<file path="src/rtl/alu_pipe_issuer.sv">
// Issues operand pairs into a fixed-latency non-stalling ALU pipe and
// buffers returning results in an in-order FIFO with credit-based issue.
module alu_pipe_issuer #(
    parameter int DWIDTH  = 8,
    parameter int LATENCY = 3,
    parameter int DEPTH   = 8
) (
    input  logic              clk,
    input  logic              rst,
    input  logic              req_valid_i,
    output logic              req_ready_o,
    input  logic [DWIDTH-1:0] req_op1_i,
    input  logic [DWIDTH-1:0] req_op2_i,
    output logic [DWIDTH-1:0] pipe_op1_o,
    output logic [DWIDTH-1:0] pipe_op2_o,
    output logic              pipe_valid_o,
    input  logic [DWIDTH-1:0] pipe_res_i,
    output logic              rsp_valid_o,
    input  logic              rsp_ready_i,
    output logic [DWIDTH-1:0] rsp_res_o,
    output logic              busy_o
);

    localparam int PW = (DEPTH > 1) ? $clog2(DEPTH) : 1;
    localparam int CW = $clog2(DEPTH + 1);

    logic [LATENCY-1:0] vld_sr;
    logic [LATENCY-1:0] vld_sr_nxt;
    logic [DWIDTH-1:0]  mem [DEPTH];
    logic [PW-1:0]      rd_ptr;
    logic [PW-1:0]      wr_ptr;
    logic [CW-1:0]      count;
    logic [31:0]        inflight;
    logic               accept;
    logic               capture;
    logic               pop;

    function automatic logic [PW-1:0] ptr_inc(input logic [PW-1:0] p);
        return (p == PW'(DEPTH - 1)) ? '0 : p + 1'b1;
    endfunction

    always_comb begin
        inflight = '0;
        for (int i = 0; i < LATENCY; i++) begin
            inflight = inflight + 32'(vld_sr[i]);
        end
    end

    // Credit ignores a same-cycle pop so ready never depends on rsp_ready_i.
    assign req_ready_o = (32'(count) + inflight) < 32'(DEPTH);
    assign accept      = req_valid_i && req_ready_o;
    assign capture     = vld_sr[LATENCY-1];
    assign rsp_valid_o = (count != '0);
    assign pop         = rsp_valid_o && rsp_ready_i;
    assign rsp_res_o   = rsp_valid_o ? mem[rd_ptr] : '0;
    assign busy_o      = (vld_sr != '0) || rsp_valid_o;

    always_comb begin
        vld_sr_nxt    = vld_sr << 1;
        vld_sr_nxt[0] = accept;
    end

    always_ff @(posedge clk or negedge rst) begin
        if (!rst) begin
            vld_sr       <= '0;
            pipe_op1_o   <= '0;
            pipe_op2_o   <= '0;
            pipe_valid_o <= 1'b0;
        end else begin
            vld_sr       <= vld_sr_nxt;
            pipe_valid_o <= accept;
            if (accept) begin
                pipe_op1_o <= req_op1_i;
                pipe_op2_o <= req_op2_i;
            end
        end
    end

    always_ff @(posedge clk or negedge rst) begin
        if (!rst) begin
            rd_ptr <= '0;
            wr_ptr <= '0;
            count  <= '0;
        end else begin
            if (capture) wr_ptr <= ptr_inc(wr_ptr);
            if (pop)     rd_ptr <= ptr_inc(rd_ptr);
            case ({capture, pop})
                2'b10:   count <= count + 1'b1;
                2'b01:   count <= count - 1'b1;
                default: count <= count;
            endcase
        end
    end

    always_ff @(posedge clk) begin
        if (capture) mem[wr_ptr] <= pipe_res_i;
    end

    a_no_overflow: assert property (
        @(posedge clk) disable iff (!rst)
        !(capture && (count == CW'(DEPTH)))
    );

    a_no_underflow: assert property (
        @(posedge clk) disable iff (!rst)
        !(pop && (count == '0))
    );

endmodule

</file>
<file path="config.mk">
export PLATFORM = sky130hd
export DESIGN_NAME = alu_pipe_issuer
export DESIGN_NICKNAME = d
export VERILOG_FILES = /design/src/rtl/alu_pipe_issuer.sv
export SDC_FILE = /design/constraint.sdc
export NUM_CORES = 1
export LEC_CHECK = 0
export CAP_MARGIN = 10
export CORE_MARGIN = 2
export CORE_UTILIZATION = 31
export CTS_BUF_LIST = sky130_fd_sc_hd__clkbuf_8
export DETAILED_ROUTE_END_ITERATION = 8
export GPL_ROUTABILITY_DRIVEN = 0
export REMOVE_ABC_BUFFERS = 1
export SLEW_MARGIN = 10
export SYNTH_ARGS = -nofsm -noshare
export SYNTH_HDL_FRONTEND = slang
export SYNTH_SLANG_ARGS = --single-unit
</file>
<file path="constraint.sdc">
create_clock -name clk -period 2.4 [get_ports clk]
set_input_delay 0.48 -clock clk [delete_from_list [all_inputs] [get_ports clk]]
set_output_delay 0.48 -clock clk [all_outputs]
set_load 0.03 [all_outputs]
</file>
==> impl_metrics.yaml <==
synthesis:
  synthCells: 210
  yosys_warnings: 0
  synth_area_per_cell_um2: 18.4
  ys_seq_area_frac: 0.685
  ys_ff_latch: 93
  ys_types: 36
  syn_area_um2: 3870
sta:
  clock.fmax_ghz: 0.414
  final-setup-viol-count: 2
  fin_worst_skew_ns: 0.0119
  min_period_ns: 2.42
  maxSlewHeadroom: 0.610
  drv_slew: 0
  hold_viol: 0
  final.setup.tns_ns: -0.0280
  worst_slack_ns: -0.0167
  whs_ns: 0.502
  fin_crit_sh: 1.01
  worstMarginPinSlew_ns: 0.583
  rsz0062_at_grt: "yes"
floorplan:
  io_pins: 56
  fp.dieW_um: 116
  initial_core_util: 0.319
  die-area_um2: 13400
  core_um2: 12100
  rows: 40
  die_h_um: 116
cts:
  clockBufferDepth: 2
  cts.sinks: 93
  clockRootBuffer: "clkbuf_8"
  clock_latency_ns: 0.36
  cts_buffers: 9
  cts_tree: "built"
  path_clk_slew_ns: 0.09
  htreeDepth: 3
critical_path:
  rr_worst_depth: 12
  critPathRequiredTime_ns: 1.92
  worstPathCellList: "buf_12 -> buf_6 -> mux4_2 -> mux2i_1 -> nor2_1 -> buf_4"
  crit_type: "flip-flop to primary output"
  rr_endpoint: "count[2]$_DFFE_PN0P_"
  critPathMaxStageDelay_ns: 0.49
  r2r_setup_slack_ns: 0.18
  rr_startpoint: "count[0]$_DFFE_PN0P_"
  worst-path-max-fanout: 6
  arrival_ns: 1.94
  worstSetupEndpointType: "primary output"
  worstSetupStartpointType: "flip-flop"
  slowest_stage: "mux4_2"
run_status:
  outcome: "finished with violations"
  failed_checks: "setup timing"
cells_and_area:
  final_layout_size_suffix_gt1_frac: 0.372
  nFillCells: 1110
  n_antenna_cell: 0
  area_growth_pct: 33.0
  nets: 345
  stdcell_count: 480
  utilization: 0.425
global_route:
  antenna_found_initial: 0
  grt_pass1_wl_mm: 12.0
  grt_remaining_overflow: 0
  grt_max_degree: 30
  grt_pass1_vias: 2174
  grtUsageTotal: 0.122
routing:
  drt_iter0_markers: 117
  drc_errors: 0
  num_vias: 2111
  dr.pass1.iters: 4
  drt-wirelength-per-cell_um: 16.0
  drtAntennaViolNets: 0
  drt-total-wl_mm: 7.67
  via_per_inst: 4.40
power_and_ir_drop:
  power.density_nw_per_um2: 1280
  p_leak_nw: 1.94
  peakVddDrop_mv: 0.482
hold_path:
  holdCritPathClass: "input pin to async pin"
placement:
  io_buffers: 55
  dp_worst_setup_slack_ns: 0.00681
  dp_hpwl_mm: 5.25
  dpl.cell_count: 452
flow_run:
  cap_viol_max_count: 0
[per-layer routing]
metal	GRT usage	wire length [µm]	vias up	share of wire
met5	0	0	-	0
met4	0.0476	126	0	0.016
met3	0.0309	292	11	0.038
met2	0.193	3910	33	0.51
met1	0.162	3340	1080	0.44
li1	-	-	987	-
[layout by cell type, fill, tap and decap left out, drive strengths merged]
master         netlist  routed
a21o                 1       1
a21oi                2       2
a22oi                1       1
a31o                 1       1
a31oi                1       1
and2                 1       1
buf                  8      50
bufinv               0       1
clkbuf               3      11
clkdlybuf4s50        0      44
clkinv               0       2
clkinvlp             0       1
dfrtp               29      29
dlymetal6s2s         0       1
edfxtp              64      64
fa                   1       1
ha                   9       9
inv                  6       9
mux2                21      21
mux2i                8       8
mux4                16      16
nand2                4       4
nand2b               2       2
nand3                1       1
nand3b               2       2
nand4b               1       1
nor2                16      16
nor3                 4       4
nor4                 1       1
o21ai                1       1
xnor2                1       1
xor2                 5       5
[registers in the layout, indices dropped and copies added (netlist names)]
name / count
mem: 64
pipe_op1_o: 8
pipe_op2_o: 8
count: 4
rd_ptr: 3
vld_sr: 3
wr_ptr: 3
[cell type report]
class | count | area (µm²) | share of cell area
Clock buffer | 9 | 124 | 0.0241
Clock inverter | 7 | 72.6 | 0.0141
Inverter | 6 | 25.0 | 0.00487
Multi-Input combinational cell | 100 | 1150 | 0.224
Sequential cell | 93 | 2650 | 0.515
Tap cell | 168 | 210 | 0.0409
Timing Repair Buffer | 97 | 910 | 0.177
[kinds of logic after synthesis]
| family | synth area share |
|---|---|
| flops | 0.685 |
| mux | 0.184 |
| simple gates | 0.0437 |
| buf+inv | 0.0275 |
| fa+ha+maj | 0.0343 |
| compound gates | 0.0126 |
| xor+xnor | 0.0136 |
[critical path: cells and delay by family (launching register included)]
kind,cells,cell delay [ns]
multiplexers,2,0.63
flip-flops,1,0.46
buffers and inverters,3,0.41
AND/OR/NAND/NOR,1,0.08
[how the worst max path moves through the flow]
stage	start	end	slack [ns]	depth (start not counted)
global route	rd_ptr[0]$_DFFE_PN0N_	rsp_res_o[5]	-0.13	6
global placement	rd_ptr[0]$_DFFE_PN0N_	rsp_res_o[7]	0.01	5
detailed placement	rd_ptr[0]$_DFFE_PN0N_	rsp_res_o[7]	0.007	5
CTS	rd_ptr[0]$_DFFE_PN0N_	rsp_res_o[7]	-0.09	5
floorplan	vld_sr[0]$_DFF_PN0_	pipe_op1_o[7]$_DFFE_PN0P_	-0.23	6
finish	rd_ptr[0]$_DFFE_PN0N_	rsp_res_o[5]	-0.02	6
[Yosys cell counts, drive strengths merged]
cell type / number / area [µm²]
nor4: 1 / 21.3
a21oi: 2 / 13.8
o21ai: 1 / 5.00
nor2: 16 / 60.1
xnor2: 1 / 8.76
nand3b: 2 / 15.0
a21o: 1 / 7.51
mux2: 21 / 270
nand2b: 2 / 12.5
a22oi: 1 / 7.51
dfrtp: 29 / 726
mux2i: 8 / 80.1
buf: 8 / 72.6
a31o: 1 / 8.76
ha: 9 / 113
mux4: 16 / 360
nand4b: 1 / 8.76
a31oi: 1 / 6.26
and2: 1 / 8.76
edfxtp: 64 / 1920
xor2: 5 / 43.8
nor3: 4 / 20.0
nand2: 4 / 17.5
inv: 6 / 22.5
clkbuf: 3 / 11.3
nand3: 1 / 5.00
fa: 1 / 20.0
[stage by stage]
step | power (W) | cell area (µm²)
4_1_cts | 0.00651 | 5030
5_1_grt | 0.00700 | 5140
3_3_place_gp | 0.00540 | 4800
6_report | 0.00658 | 5140
3_5_place_dp | 0.00545 | 4800
2_1_floorplan | 0.00417 | 3780
[report_power, final]
part / internal (W) / switching, W
clock network: 0.000485 / 0.000555
registers: 0.00209 / 0.000237
logic: 0.00164 / 0.00157
[what timing repair did]
item | 4_1_cts | 5_1_grt
setup buffers | 1 | 10
cloned | 0 | 1
resized for setup | 25 | 39
pin swaps | 4 | 7
hold buffers | 0 | 0
endpoints found under the setup margin | 11 | 12
Note: power is estimated with default switching activity, not from simulation.
